File: src/rtl/jtag_tap_controller.sv
// IEEE 1149.1 TAP controller with instruction and bypass registers, driving a boundary-scan chain.
// Optional 32-bit IDCODE register enabled by defining JTAG_IDCODE_EN.
module jtag_tap_controller #(
  parameter int unsigned          IR_WIDTH   = 4,
  parameter logic [IR_WIDTH-1:0]  OP_EXTEST  = IR_WIDTH'(4'b0000),
  parameter logic [IR_WIDTH-1:0]  OP_SAMPLE  = IR_WIDTH'(4'b0001),
  parameter logic [IR_WIDTH-1:0]  OP_IDCODE  = IR_WIDTH'(4'b0010),
  parameter logic [31:0]          IDCODE_VAL = 32'h1000_0001
) (
  input  logic       TCK,
  input  logic       TRST_n,
  input  logic       TMS,
  input  logic       TDI,
  input  logic       bsr_tdo,
  output logic       TDO,
  output logic       TDO_en,
  output logic       bsr_tdi,
  output logic       ShiftDR,
  output logic       ClockDR,
  output logic       UpdateDR,
  output logic       Mode,
  output logic [3:0] tap_state
);

  typedef enum logic [3:0] {
    ST_EX2DR = 4'h0, ST_EX1DR = 4'h1, ST_SHDR  = 4'h2, ST_PSDR  = 4'h3,
    ST_SELIR = 4'h4, ST_UPDDR = 4'h5, ST_CAPDR = 4'h6, ST_SELDR = 4'h7,
    ST_EX2IR = 4'h8, ST_EX1IR = 4'h9, ST_SHIR  = 4'hA, ST_PSIR  = 4'hB,
    ST_RTI   = 4'hC, ST_UPDIR = 4'hD, ST_CAPIR = 4'hE, ST_TLR   = 4'hF
  } tap_state_e;

  tap_state_e          state_q, state_d;
  logic [IR_WIDTH-1:0] ir_shift_q, ir_shift_d;
  logic [IR_WIDTH-1:0] ir_q, ir_d;
  logic                bypass_q, bypass_d;
  logic                tdo_q, tdo_d;
  logic                tdo_en_q, tdo_en_d;
  logic                shift_dr_q, shift_dr_d;
  logic                update_dr_q, update_dr_d;
  logic                mode_q, mode_d;
  logic                clk_en_q, clk_en_d;
  logic                bsr_sel_c, id_sel_c, id_tdo_c, dr_tdo_c, dr_active_c;

`ifdef JTAG_IDCODE_EN
  localparam logic [IR_WIDTH-1:0] RST_OP = OP_IDCODE;
  logic [31:0] id_q, id_d;

  // Device ID register: captures the ID value, then shifts LSB first
  always_comb begin
    id_d = id_q;
    if (state_q == ST_CAPDR)     id_d = IDCODE_VAL;
    else if (state_q == ST_SHDR) id_d = {TDI, id_q[31:1]};
  end

  always_ff @(posedge TCK or negedge TRST_n) begin
    if (!TRST_n) id_q <= IDCODE_VAL;
    else         id_q <= id_d;
  end

  assign id_sel_c = (ir_q == OP_IDCODE);
  assign id_tdo_c = id_q[0];
`else
  localparam logic [IR_WIDTH-1:0] RST_OP = '1;
  logic unused_id_c;
  assign unused_id_c = ^{IDCODE_VAL, OP_IDCODE};
  assign id_sel_c    = 1'b0;
  assign id_tdo_c    = 1'b0;
`endif

  assign bsr_sel_c   = (ir_q == OP_EXTEST) || (ir_q == OP_SAMPLE);
  assign dr_tdo_c    = bsr_sel_c ? bsr_tdo : (id_sel_c ? id_tdo_c : bypass_q);
  assign dr_active_c = ((state_q == ST_CAPDR) || (state_q == ST_SHDR)) && bsr_sel_c;

  // TAP state transitions from TMS
  always_comb begin
    state_d = state_q;
    unique case (state_q)
      ST_TLR:   state_d = TMS ? ST_TLR   : ST_RTI;
      ST_RTI:   state_d = TMS ? ST_SELDR : ST_RTI;
      ST_SELDR: state_d = TMS ? ST_SELIR : ST_CAPDR;
      ST_CAPDR: state_d = TMS ? ST_EX1DR : ST_SHDR;
      ST_SHDR:  state_d = TMS ? ST_EX1DR : ST_SHDR;
      ST_EX1DR: state_d = TMS ? ST_UPDDR : ST_PSDR;
      ST_PSDR:  state_d = TMS ? ST_EX2DR : ST_PSDR;
      ST_EX2DR: state_d = TMS ? ST_UPDDR : ST_SHDR;
      ST_UPDDR: state_d = TMS ? ST_SELDR : ST_RTI;
      ST_SELIR: state_d = TMS ? ST_TLR   : ST_CAPIR;
      ST_CAPIR: state_d = TMS ? ST_EX1IR : ST_SHIR;
      ST_SHIR:  state_d = TMS ? ST_EX1IR : ST_SHIR;
      ST_EX1IR: state_d = TMS ? ST_UPDIR : ST_PSIR;
      ST_PSIR:  state_d = TMS ? ST_EX2IR : ST_PSIR;
      ST_EX2IR: state_d = TMS ? ST_UPDIR : ST_SHIR;
      ST_UPDIR: state_d = TMS ? ST_SELDR : ST_RTI;
      default:  state_d = ST_TLR;
    endcase
  end

  // Rising-edge capture/shift of IR and bypass registers
  always_comb begin
    ir_shift_d = ir_shift_q;
    bypass_d   = bypass_q;
    case (state_q)
      ST_CAPIR: ir_shift_d = IR_WIDTH'(2'b01);
      ST_SHIR:  ir_shift_d = {TDI, ir_shift_q[IR_WIDTH-1:1]};
      ST_CAPDR: bypass_d   = 1'b0;
      ST_SHDR:  bypass_d   = TDI;
      default: ;
    endcase
  end

  always_ff @(posedge TCK or negedge TRST_n) begin
    if (!TRST_n) begin
      state_q    <= ST_TLR;
      ir_shift_q <= '0;
      bypass_q   <= 1'b0;
    end else begin
      state_q    <= state_d;
      ir_shift_q <= ir_shift_d;
      bypass_q   <= bypass_d;
    end
  end

  // Falling-edge outputs: active instruction, Mode, TDO and DR strobes
  always_comb begin
    ir_d        = ir_q;
    mode_d      = mode_q;
    tdo_d       = 1'b0;
    tdo_en_d    = 1'b0;
    shift_dr_d  = (state_q == ST_SHDR)  && bsr_sel_c;
    update_dr_d = (state_q == ST_UPDDR) && bsr_sel_c;
    clk_en_d    = dr_active_c;
    case (state_q)
      ST_TLR: begin
        ir_d   = RST_OP;
        mode_d = 1'b0;
      end
      ST_UPDIR: begin
        ir_d   = ir_shift_q;
        mode_d = (ir_shift_q == OP_EXTEST);
      end
      ST_SHIR: begin
        tdo_d    = ir_shift_q[0];
        tdo_en_d = 1'b1;
      end
      ST_SHDR: begin
        tdo_d    = dr_tdo_c;
        tdo_en_d = 1'b1;
      end
      default: ;
    endcase
  end

  always_ff @(negedge TCK or negedge TRST_n) begin
    if (!TRST_n) begin
      ir_q        <= RST_OP;
      mode_q      <= 1'b0;
      tdo_q       <= 1'b0;
      tdo_en_q    <= 1'b0;
      shift_dr_q  <= 1'b0;
      update_dr_q <= 1'b0;
      clk_en_q    <= 1'b0;
    end else begin
      ir_q        <= ir_d;
      mode_q      <= mode_d;
      tdo_q       <= tdo_d;
      tdo_en_q    <= tdo_en_d;
      shift_dr_q  <= shift_dr_d;
      update_dr_q <= update_dr_d;
      clk_en_q    <= clk_en_d;
    end
  end

  // Enable is also qualified by the state (which changes only while TCK is high),
  // so the falling edge of clk_en_q at a TCK negedge cannot produce a runt low pulse.
  assign ClockDR   = TCK | ~(clk_en_q & dr_active_c);
  assign bsr_tdi   = TDI;
  assign TDO       = tdo_q;
  assign TDO_en    = tdo_en_q;
  assign ShiftDR   = shift_dr_q;
  assign UpdateDR  = update_dr_q;
  assign Mode      = mode_q;
  assign tap_state = 4'(state_q);

endmodule

File: config.mk
export PLATFORM = sky130hd
export DESIGN_NAME = jtag_tap_controller
export DESIGN_NICKNAME = d
export VERILOG_FILES = /design/src/rtl/jtag_tap_controller.sv
export SDC_FILE = /design/constraint.sdc
export NUM_CORES = 1
export LEC_CHECK = 0
export BUFFER_PORTS_ARGS = -buffer_cell sky130_fd_sc_hd__buf_2
export CAP_MARGIN = 20
export CORE_MARGIN = 3
export CORE_UTILIZATION = 55
export CTS_CLUSTER_DIAMETER = 80
export DETAILED_ROUTE_END_ITERATION = 10
export MAX_ROUTING_LAYER = met4
export PLACE_DENSITY_LB_ADDON = 0.08
export SYNTH_ARGS = -nofsm -noshare
export SYNTH_HDL_FRONTEND = slang
export SYNTH_SLANG_ARGS = --single-unit
File: constraint.sdc
create_clock -name TCK -period 3.06 [get_ports TCK]
set_input_delay 0.612 -clock TCK [delete_from_list [all_inputs] [get_ports TCK]]
set_output_delay 0.612 -clock TCK [all_outputs]
set_load 0.01 [all_outputs]
## Word-level counts from Yosys, hierarchy flattened

Cells that the tools add are included.

| word-level totals | value |
|---|---|
| register bits after elaboration | 19 |
| input port bits | 5 |
| output and inout bits | 11 |
| word-level logic and storage cells | 64 |

| operators by class | value |
|---|---|
| equality and inequality tests | 16 |
| multiplexer cells | 20 |
| bitwise logic cells | 3 |
| reduce and logical (&&, ||, !) cells | 15 |

Operator list:

| cell | count |
|---|---|
| 4-bit case mux with 12 select lines | 1 |
| 4-bit equality test, second input constant | 8 |
| 4-bit by 3-bit equality test with 1-bit output, second input constant | 4 |
| 4-bit case mux with 2 select lines | 2 |
| 4-bit zero test | 3 |
| 2-bit 2-to-1 mux | 6 |
| 3-bit 2-to-1 mux | 4 |
| 4-bit by 1-bit equality test with 1-bit output, second input constant | 2 |
| 4-bit by 2-bit equality test with 1-bit output, second input constant | 2 |
| 1-bit case mux with 2 select lines | 3 |
| 2-bit nonzero test | 3 |
| 2-bit OR reduction | 3 |
| 4-bit 2-to-1 mux | 1 |
| 1-bit logical AND | 3 |
| 1-bit 2-to-1 mux | 3 |
| 3-bit OR reduction | 1 |
| 1-bit logical OR | 2 |
| 1-bit AND | 1 |
| 1-bit NOT | 1 |
| 1-bit bitwise OR | 1 |

## Longest topological paths before layout

| logic depth | value |
|---|---|
| depth in word-level cells | 6 |
| mapped depth | 5 |
| mapped depth without buffers | 3 |

==> flow_summary.toml <==
[global_route]
grt_use_total = 0.204
grt_pass1_vias = 641
antenna_found_initial = 0
grt_max_degree = 19
grt_pass1_wl_mm = 2.80
overflow = 0

[sta]
final_max_slew_viol_count = 0
rsz0062_at_grt = "true"
worst_hold_slack_ns = 0.220
finalClockSkew_ns = 0.0644
max_slew_margin = 0.721
postLayoutSetupSlackWorst_ns = -0.687
finalHoldViolCount = 0
finalSetupTns_ns = -0.687
setup_viol = 3
worst_pin_slew_ns = 0.419

[status]
violations = "setup timing"
outcome = "finished, violations left"

[setup_path]
cpPeakStageDelay_ns = 0.55
crit_chain = "or4_4 > nor2_4 > nand3_2 > buf_6"
critPathMaxFanout = 2
crit_type = "reg -> out"
regToRegSetupSlack_ns = 0.12
crit_required_ns = 2.45
cp-end-kind = "primary output"
rr_endpoint = "clk_en_q"
slowest_stage = "or4_4"
critical_path.endpoint = "ClockDR"
reg2regPathDepth = 4
r2r_start = "tap_state[0]"
startpoint = "ir_q[1]"
start_kind = "register"
worstPathArrival_ns = 3.13

[die]
die_h_um = 45.0
dieArea_sq_mm = 0.00202
start_util = 0.612
die_w_um = 45.0
num_io_pins = 16
core_area_sq_mm = 0.00137
row_count = 13

[synthesis]
syn_nets = 88
synth-edff-count = 0
synth_ff_type = "dfstp_2"
synth_area_sq_um = 836
ys_seq_area_frac = 0.549
synthCells = 83
avgSynthCellArea_sq_um = 10.1
yosysWarnings = 0
synth-seq-cells = 18
synthArstFlopShare = 1.00
synth.distinct_cells = 29

[layout]
multiInputGateArea_sq_um = 320
num-fill-cells = 106
n_antenna_cell = 0
seq_area_sq_um = 459
fin_util = 0.733
synthToLayoutAreaGrowth_pct = 19.8
drive_above_1_share = 0.380
nNetsFinal = 114

[cts]
clkTransAtPathRegs_ns = 0.11
hold_buffers = 0
cts_tree = "yes"
clk_path_buf_depth = 2
h-tree-depth = 1
root_buffer = "clkbuf_4"
cts_buffers = 3
clock_latency_ns = 0.35

[min_path]
hp-class = "in -> async"

[power]
ir_worst_vdd_mv = 0.586
power_density_mw_per_mm2 = 1000
p_leak_uw = 0.000483

[route]
ant_nets = 0
post_drt_wl_per_cell_um = 13.8
vias = 680
drtIter0Drc = 15
drt_wl_total_mm = 1.70
drtPass1Iterations = 5
vias_per_cell = 5.53
remaining_drc_errors = 0

[placement]
port_buffers = 15
hpwl_mm = 1.25
place.gp.congestion = 0.750
pre_cts_ws_ns = -0.307

[run]
drv_cap = 0
[cell usage after synthesis (all sizes together) (2+ instances only)]
cell type | n | area, sq um
inv | 4 | 15.0
a21oi | 2 | 10.0
buf | 6 | 41.3
nand3 | 2 | 20.0
nand2 | 13 | 48.8
nor3 | 4 | 20.0
dfrtp | 5 | 125
nand2b | 4 | 25.0
nor2 | 7 | 33.8
dfstp | 7 | 184
dfrtn | 6 | 150
o21ai | 9 | 45.0
[cell families after synthesis]
family          share of synthesized area
buf+inv                            0.0673
compound gates                      0.177
simple gates                        0.207
flops                               0.549
[state kept, by name, summed over array words and instances, names as in the netlist]
| register | cells |
|---|---|
| Mode | 1 |
| ShiftDR | 1 |
| TDO | 1 |
| TDO_en | 1 |
| UpdateDR | 1 |
| bypass_q | 1 |
| clk_en_q | 1 |
| ir_q | 3 |
| ir_shift_q | 4 |
| tap_state | 4 |
[through the flow]
step | total power, uW | cells | instance area [sq um]
after floorplan | 729 | 83 | 836
after global placement | 856 | 114 | 941
after detailed placement | 872 | 114 | 941
after CTS | 1010 | 122 | 993
after global routing | 1090 | 123 | 1000
final | 1010 | 123 | 1000
[worst min-delay path by stage]
stage | endpoint | slack [ns] | cells past startpoint
after floorplan | bypass_q | 0.32 | 0
after global placement | Mode | 0.42 | 2
after detailed placement | Mode | 0.43 | 2
after CTS | bypass_q | 0.22 | 1
after global routing | bypass_q | 0.23 | 1
final | bypass_q | 0.22 | 1
[layer usage]
metal | part of all wire | vias to the layer above | GRT usage
met5 | 0 | - | -
met4 | 0.019 | 0 | 0.105
met3 | 0.052 | 4 | 0.0438
met2 | 0.47 | 20 | 0.308
met1 | 0.46 | 316 | 0.258
li1 | - | 340 | -
[area by class of cell]
type / instances / area share
clock buffers: 4 / 0.0338
clock inverters: 5 / 0.0200
inverters: 3 / 0.0113
multi-input cells: 55 / 0.320
flip-flops and latches: 18 / 0.459
well taps: 15 / 0.0188
repair buffers: 23 / 0.138
[where the power goes]
group	total, uW	switching [uW]	internal [uW]	leakage (uW)
clock network	149	92.9	55.9	0.0000450
registers	442	82.9	359	0.000221
logic	415	228	187	0.000217
[worst max-delay path, delay by kind of cell, from the launching register on]
kind,cells,cell delay [ns]
AND/OR/NAND/NOR,3,0.77
flip-flops,1,0.36
buffers and inverters,1,0.13
[timing repair]
action                     in CTS  in global routing
setup buffers                   1                  1
setup endpoints to repair       3                  3
pin swaps                       0                  0
resized for setup               1                  0
[cells in the final DEF (no fill, tap or decap), drive strengths merged, types with 2 or more instances in the layout]
master | Yosys | final
nand3 | 2 | 2
a21oi | 2 | 2
o21ai | 9 | 9
nor3 | 4 | 4
nand2 | 13 | 13
nand2b | 4 | 4
dfrtp | 5 | 5
buf | 6 | 24
nor2 | 7 | 7
dfrtn | 6 | 6
clkbuf | 0 | 3
dfstp | 7 | 7
inv | 4 | 7
(Power assumes the default switching activity.)
